===== src/rtl/dtb_daq_pkg.sv =====
// Shared types for the DAQ merge arbiter slice.
// Stats counters are built only with DAQ_MERGE_STATS_EN.
package dtb_daq_pkg;

  localparam int DATA_W  = 16;
  localparam int ENTRY_W = DATA_W + 1;

  localparam logic SRC_ADC = 1'b0;
  localparam logic SRC_ROC = 1'b1;

  typedef enum logic [1:0] {
    IDLE   = 2'd0,
    GRANT0 = 2'd1,
    GRANT1 = 2'd2
  } state_t;

  typedef struct packed {
    logic              last;
    logic [DATA_W-1:0] data;
  } entry_t;

  function automatic state_t grant_of(
    input logic src
  );
    return src ? GRANT1 : GRANT0;
  endfunction

  function automatic logic [DATA_W-1:0] sat_inc(
    input logic [DATA_W-1:0] v,
    input logic              inc
  );
    return (inc && (v != {DATA_W{1'b1}})) ?
      v + 1'b1 : v;
  endfunction

endpackage


===== src/rtl/daq_word_fifo.sv =====
// Per-source {last,data} word FIFO with synchronous flush.
// Full is judged on the start-of-cycle count only.
module daq_word_fifo
  import dtb_daq_pkg::*;
#(
  parameter int DEPTH = 16,
  parameter int AW    = 4
) (
  input  logic        clk,
  input  logic        reset_n,
  input  logic        flush,
  input  logic        wr_en,
  input  entry_t      wr_data,
  input  logic        rd_en,
  output entry_t      rd_data,
  output logic        full,
  output logic        empty,
  output logic [AW:0] count
);

  entry_t          mem [DEPTH];
  logic [AW-1:0]   wr_ptr;
  logic [AW-1:0]   rd_ptr;
  logic            do_wr;
  logic            do_rd;

  assign full    = (count == (AW+1)'(DEPTH));
  assign empty   = (count == '0);
  assign do_wr   = wr_en && !full && !flush;
  assign do_rd   = rd_en && !empty && !flush;
  assign rd_data = mem[rd_ptr];

  always_ff @(posedge clk) begin
    if (do_wr)
      mem[wr_ptr] <= wr_data;
  end

  always_ff @(posedge clk or negedge reset_n) begin
    if (!reset_n) begin
      wr_ptr <= '0;
      rd_ptr <= '0;
      count  <= '0;
    end else if (flush) begin
      wr_ptr <= '0;
      rd_ptr <= '0;
      count  <= '0;
    end else begin
      if (do_wr)
        wr_ptr <= wr_ptr + 1'b1;
      if (do_rd)
        rd_ptr <= rd_ptr + 1'b1;
      count <= count
             + (AW+1)'(do_wr)
             - (AW+1)'(do_rd);
    end
  end

endmodule


===== src/rtl/daq_merge_arbiter.sv =====
// Packet-aware round-robin merge of ADC and ROC word streams.
// Optional drop counters: define DAQ_MERGE_STATS_EN.
module daq_merge_arbiter
  import dtb_daq_pkg::*;
#(
  parameter int DEPTH   = 16,
  parameter int AW      = 4,
  parameter int TIMEOUT = 255,
  parameter int TW      = 8
) (
  input  logic        clk,
  input  logic        reset_n,
  input  logic        run,
  input  logic        clr_flags,
  input  logic        s0_write,
  input  logic [15:0] s0_data,
  input  logic        s0_last,
  input  logic        s1_write,
  input  logic [15:0] s1_data,
  input  logic        s1_last,
  input  logic        daq_ready,
  output logic        daq_write,
  output logic [15:0] daq_writedata,
  output logic        daq_src,
  output logic [1:0]  ovf,
  output logic [1:0]  tmo,
`ifdef DAQ_MERGE_STATS_EN
  output logic [15:0] drop_cnt0,
  output logic [15:0] drop_cnt1,
`endif
  output logic        busy
);

  localparam logic [TW-1:0] TMO_LAST =
    TW'(TIMEOUT - 1);

  entry_t      wr0, wr1;
  entry_t      rd0, rd1;
  entry_t      pop_entry;
  logic        full0, full1;
  logic        empty0, empty1;
  logic [AW:0] cnt0, cnt1;
  logic        unused_cnt;

  state_t        state;
  logic          rr;
  logic [TW-1:0] tcnt;
  logic          cand;
  logic          pop;
  logic          pop_src;
  logic [1:0]    drop;
  logic [1:0]    tmo_set;

  assign wr0 = '{last: s0_last, data: s0_data};
  assign wr1 = '{last: s1_last, data: s1_data};

  assign drop = {run & s1_write & full1,
                 run & s0_write & full0};

  assign unused_cnt = ^{cnt0, cnt1};

  daq_word_fifo #(
    .DEPTH(DEPTH),
    .AW   (AW)
  ) u_fifo0 (
    .clk    (clk),
    .reset_n(reset_n),
    .flush  (~run),
    .wr_en  (run & s0_write),
    .wr_data(wr0),
    .rd_en  (pop & (pop_src == SRC_ADC)),
    .rd_data(rd0),
    .full   (full0),
    .empty  (empty0),
    .count  (cnt0)
  );

  daq_word_fifo #(
    .DEPTH(DEPTH),
    .AW   (AW)
  ) u_fifo1 (
    .clk    (clk),
    .reset_n(reset_n),
    .flush  (~run),
    .wr_en  (run & s1_write),
    .wr_data(wr1),
    .rd_en  (pop & (pop_src == SRC_ROC)),
    .rd_data(rd1),
    .full   (full1),
    .empty  (empty1),
    .count  (cnt1)
  );

  // rr is preferred in IDLE; fall back to the other source
  always_comb begin
    cand    = (rr ? !empty1 : !empty0) ? rr : ~rr;
    pop     = 1'b0;
    pop_src = cand;
    tmo_set = 2'b00;
    case (state)
      IDLE: begin
        pop = daq_ready & ~(empty0 & empty1);
      end
      GRANT0: begin
        pop_src    = SRC_ADC;
        pop        = daq_ready & ~empty0;
        tmo_set[0] = daq_ready & empty0 &
                     (tcnt == TMO_LAST);
      end
      GRANT1: begin
        pop_src    = SRC_ROC;
        pop        = daq_ready & ~empty1;
        tmo_set[1] = daq_ready & empty1 &
                     (tcnt == TMO_LAST);
      end
      default: ;
    endcase
    if (!run) begin
      pop     = 1'b0;
      tmo_set = 2'b00;
    end
    pop_entry = pop_src ? rd1 : rd0;
  end

  always_ff @(posedge clk or negedge reset_n) begin
    if (!reset_n) begin
      state         <= IDLE;
      rr            <= SRC_ADC;
      tcnt          <= '0;
      tmo           <= 2'b00;
      daq_write     <= 1'b0;
      daq_writedata <= '0;
      daq_src       <= 1'b0;
    end else begin
      daq_write <= pop;
      if (pop) begin
        daq_writedata <= pop_entry.data;
        daq_src       <= pop_src;
      end
      tmo <= (clr_flags ? 2'b00 : tmo) | tmo_set;
      if (!run) begin
        state <= IDLE;
        tcnt  <= '0;
      end else if (pop && pop_entry.last) begin
        state <= IDLE;
        rr    <= ~pop_src;
        tcnt  <= '0;
      end else if (pop) begin
        state <= grant_of(pop_src);
        tcnt  <= '0;
      end else if (|tmo_set) begin
        state <= IDLE;
        rr    <= ~pop_src;
        tcnt  <= '0;
      end else if (state != IDLE && daq_ready) begin
        tcnt  <= tcnt + 1'b1;
      end
    end
  end

  always_ff @(posedge clk or negedge reset_n) begin
    if (!reset_n)
      ovf <= 2'b00;
    else
      ovf <= (clr_flags ? 2'b00 : ovf) | drop;
  end

`ifdef DAQ_MERGE_STATS_EN
  always_ff @(posedge clk or negedge reset_n) begin
    if (!reset_n) begin
      drop_cnt0 <= '0;
      drop_cnt1 <= '0;
    end else begin
      drop_cnt0 <= sat_inc(
        clr_flags ? 16'h0 : drop_cnt0, drop[0]);
      drop_cnt1 <= sat_inc(
        clr_flags ? 16'h0 : drop_cnt1, drop[1]);
    end
  end
`else
  // drops are visible only through the sticky ovf bits
`endif

  assign busy = (state != IDLE) | ~empty0 | ~empty1;

endmodule


===== config.mk =====
export PLATFORM = sky130hd
export DESIGN_NAME = daq_merge_arbiter
export DESIGN_NICKNAME = d
export VERILOG_FILES = /design/src/rtl/dtb_daq_pkg.sv /design/src/rtl/daq_word_fifo.sv /design/src/rtl/daq_merge_arbiter.sv
export SDC_FILE = /design/constraint.sdc
export NUM_CORES = 1
export LEC_CHECK = 0
export ABC_CLOCK_PERIOD_IN_PS = 8200
export CAP_MARGIN = 20
export CORE_AREA = 3 3 266 268
export CTS_CLUSTER_DIAMETER = 200
export DETAILED_ROUTE_END_ITERATION = 8
export DIE_AREA = 0 0 269 271
export DONT_BUFFER_PORTS = 1
export GPL_TIMING_DRIVEN = 0
export PLACE_DENSITY = 0.48
export SETUP_SLACK_MARGIN = 0.05
export SLEW_MARGIN = 30
export SYNTH_ARGS = -nofsm -noshare
export SYNTH_HDL_FRONTEND = slang
export SYNTH_SLANG_ARGS = --single-unit

===== constraint.sdc =====
create_clock -name clk -period 8.2 [get_ports clk]
set_input_delay 2.05 -clock clk [delete_from_list [all_inputs] [get_ports clk]]
set_output_delay 2.05 -clock clk [all_outputs]
set_load 0.03 [all_outputs]

==> results.toml, run 1 <==
[grt]
grt_pass1_vias = 12400
grt_max_degree = 60
grt_usage_pct = 16.6
grt_pass1_wl_um = 87700
gr-total-overflow = 0
antenna_found_initial = 0

[clock_tree]
cts_hold_buf = 0
clock_latency_ns = 0.59
htreeDepth = 3
cts_buffers = 67
cts_tree = "built"
clkSlewWorstSetupHoldPaths_ns = 0.06
postCtsSetupRepairBufs = 0
cts_root_buffer = "clkbuf_16"
cts_sinks = 603
cts_resized = 0
clockBufferDepth = 3

[worst_setup_path]
required_ns = 8.50
regToRegSetupSlack_ns = 4.25
end_kind = "register"
crit_type = "input pin to register"
crit_arrival_ns = 4.88
r2r_cells = 16
cp_max_fo = 10
start_kind = "input pin"

[layout]
drive_above_1_share_pct = 22.5
synthToLayoutAreaGrowth_pct = 17.1
num_antenna_cells = 0
fin_nets = 1429

[sta]
hold_viol = 0
grt_setup_unrepaired = "false"
max_freq_ghz = 0.218
worst_pin_slew_ns = 0.860
setup_viol = 0
slew_headroom_pct = 42.6
setup_tns_ns = 0
clock_skew_ns = 0.0199
fin_crit_ns = 4.59
maxSlewViolCount = 0
period_share_pct = 55.9
hold_ws_ns = 0.554

[hold_path]
hold_path.class = "register to register"
holdPathStages = 2

[yosys]
ys_seq_elements = 603
synth-async-reset-ratio_pct = 9.78
synthesis.nets = 1315
postSynthAreaPerCell_sq_um = 19.2
synthCells = 1244
ys_seq_area_share_pct = 74.5
syn_area_sq_um = 23900
yosys_warnings = 0
ys.flop_type = "edfxtp_1"
yosysUniqueCellTypes = 54
synth_edf_count = 544

[detailed_routing]
drt-total-wl_um = 59500
drt_drc_violations_left = 0
wl_per_cell_um = 25.4
first_pass_iters = 6
vias_per_cell = 5.10
via_count = 11900
drt_iter0_drc = 969
antenna_left = 0

[power]
p_leak_nw = 8.95
p_per_area_nw_per_um2 = 280
ir_drop_uv = 184

[floorplan]
ios = 64
fp.coreArea_sq_um = 68600
die_area_sq_um = 72900
placementRows = 96
die_h_um = 271
die_w_um = 269
initial_core_util_pct = 34.9

[place]
hpwl_um = 41100
portBuffers = 0
gp_congestion = 0.764

[run_status]
status = "finished clean"

[run]
drv_cap = 0
-- cells by family (layout without fill, tap and decap cells) --
group,count (synthesis),in the layout,synth area share (%)
compound gates,142,142,4.40
xor+xnor,19,19,0.696
fa+ha+maj,30,30,1.63
buf+inv,95,263,1.72
flops,603,603,74.5
mux,175,175,13.3
simple gates,180,180,3.77
-- per-stage QoR --
stage                     setup slack, ns  util, %  std cells  total power [W]  area (sq um)
final                                3.61     40.8       2343          0.00785         28000
after global placement              0.874     36.6       2175          0.00517         25100
after floorplan                      3.49        -       1244          0.00475         23900
after detailed placement             2.98     37.9       2220          0.00520         26000
after CTS                            3.63     40.8       2343          0.00797         28000
after global routing                 3.50     40.8       2343          0.00821         28000
-- worst paths after layout --
| check | to | from |
|---|---|---|
| setup reg to reg | u_fifo0.count[4] | u_fifo1.count[3] |
| min in group asynchronous | u_fifo1.count[3] | reset_n |
| hold reg to reg | tcnt[6] | tcnt[6] |
| max in group asynchronous | daq_writedata[8] | reset_n |
| hold / removal | tcnt[6] | tcnt[6] |
| setup / recovery | u_fifo1.mem[1][5] | run |
-- area by class of cell --
class / count / area [sq um]
Timing Repair Buffer: 45 / 722
Inverter: 35 / 131
Fill cell: 6109 / 40600
Sequential cell: 603 / 17800
Clock buffer: 89 / 1800
Tap cell: 931 / 1160
Buffer: 60 / 279
Clock inverter: 34 / 184
Multi-Input combinational cell: 546 / 5910
-- critical path, cell delays in order --
cell and delay (ns):
clkbuf_1 0.52, nand2_1 0.18, a31oi_1 0.60, nand2_1 0.40, nor3_2 0.64, buf_4 0.29, buf_4 0.18
-- report_power, final --
group	internal, W	leakage, nW	switching (W)
logic	0.000630	2.30	0.000785
clock network	0.00155	0.968	0.00120
registers	0.00348	5.68	0.000201
-- layout by cell type, fill, tap and decap left out, types with 8 or more instances in the layout --
cell and n:
a21oi_1 16, a221oi_1 31, a22oi_1 33, buf_16 16
buf_2 25, buf_4 24, buf_8 8, clkbuf_1 43
clkbuf_16 69, clkinv_1 17, clkinv_2 10, dfrtp_1 59
edfxtp_1 544, ha_1 28, inv_1 34, mux2i_1 60
mux4_2 114, nand2_1 40, nand3_1 29, nor2_1 34
nor2_4 24, nor2b_1 11, nor3_2 8, o21a_1 8
o21ai_0 22, xnor2_1 8, xor2_1 11
-- synth_stat cells, types with 5 or more instances --
| cell | count | area share [%] |
|---|---|---|
| clkbuf_1 | 23 | 0.36 |
| a21o_1 | 6 | 0.19 |
| nand2b_1 | 5 | 0.13 |
| buf_2 | 25 | 0.52 |
| mux4_2 | 114 | 11 |
| a221oi_1 | 31 | 1.1 |
| nor2b_1 | 11 | 0.29 |
| o21ai_0 | 22 | 0.46 |
| o21a_1 | 8 | 0.25 |
| dfrtp_1 | 59 | 6.2 |
| and2_1 | 6 | 0.16 |
| nor3_1 | 9 | 0.19 |
| nand3_1 | 29 | 0.61 |
| nor2_1 | 58 | 0.91 |
| edfxtp_1 | 544 | 68 |
| o22ai_1 | 6 | 0.16 |
| mux2i_1 | 60 | 2.5 |
| a22oi_1 | 33 | 1.0 |
| buf_1 | 7 | 0.11 |
| ha_1 | 28 | 1.5 |
| nand4_1 | 7 | 0.18 |
| or3_1 | 5 | 0.13 |
| xor2_1 | 11 | 0.40 |
| inv_1 | 34 | 0.53 |
| nand2_1 | 40 | 0.63 |
| xnor2_1 | 8 | 0.29 |
| a21oi_1 | 16 | 0.33 |
-- state kept, by name (all words and copies together) (netlist names), 4 cells and up --
signal          cells
u_fifo0.rd_ptr      4
u_fifo1.rd_ptr      4
u_fifo0.count       5
daq_writedata      16
u_fifo1.mem       272
u_fifo1.count       5
tcnt                8
u_fifo1.wr_ptr      4
u_fifo0.wr_ptr      4
u_fifo0.mem       272
-- layer usage --
metal  up-vias  GRT usage [%]  wire, um
li1       5291              -         -
met1      6302           22.2     25800
met2       257           27.3     29100
met3        88           4.18      3250
met4         0           4.21      1370
met5         -              0         0
Power figures use the tool's default switching activity.
==> run 2: changes to the inputs <==
--- a/config.mk
+++ b/config.mk
@@ -5,7 +5,7 @@
 export SDC_FILE = /design/constraint.sdc
 export NUM_CORES = 1
 export LEC_CHECK = 0
-export ABC_CLOCK_PERIOD_IN_PS = 8200
+export ABC_CLOCK_PERIOD_IN_PS = 4570
 export CAP_MARGIN = 20
 export CORE_AREA = 3 3 266 268
 export CTS_CLUSTER_DIAMETER = 200
==> constraint.sdc (replaced) <==
create_clock -name clk -period 4.57 [get_ports clk]
set_input_delay 1.1425 -clock clk [delete_from_list [all_inputs] [get_ports clk]]
set_output_delay 1.1425 -clock clk [all_outputs]
set_load 0.03 [all_outputs]
==> results of run 2 <==
Same layout as run 1 (identical final DEF). Status: finished clean.
Main changes from that run: setup slack after placement 2.98 ns -> 0.259 ns; setup slack after layout 3.61 ns -> 0.621 ns; hold slack 0.554 ns -> 0.238 ns; start point of the critical path run -> u_fifo1.count[3]; end point of the critical path u_fifo1.mem[1][5] -> u_fifo0.count[4]; register-to-register setup slack 4.25 ns -> 0.62 ns; total power 0.00785 W -> 0.0141 W; worst IR drop on VDD 184 uV -> 330 uV
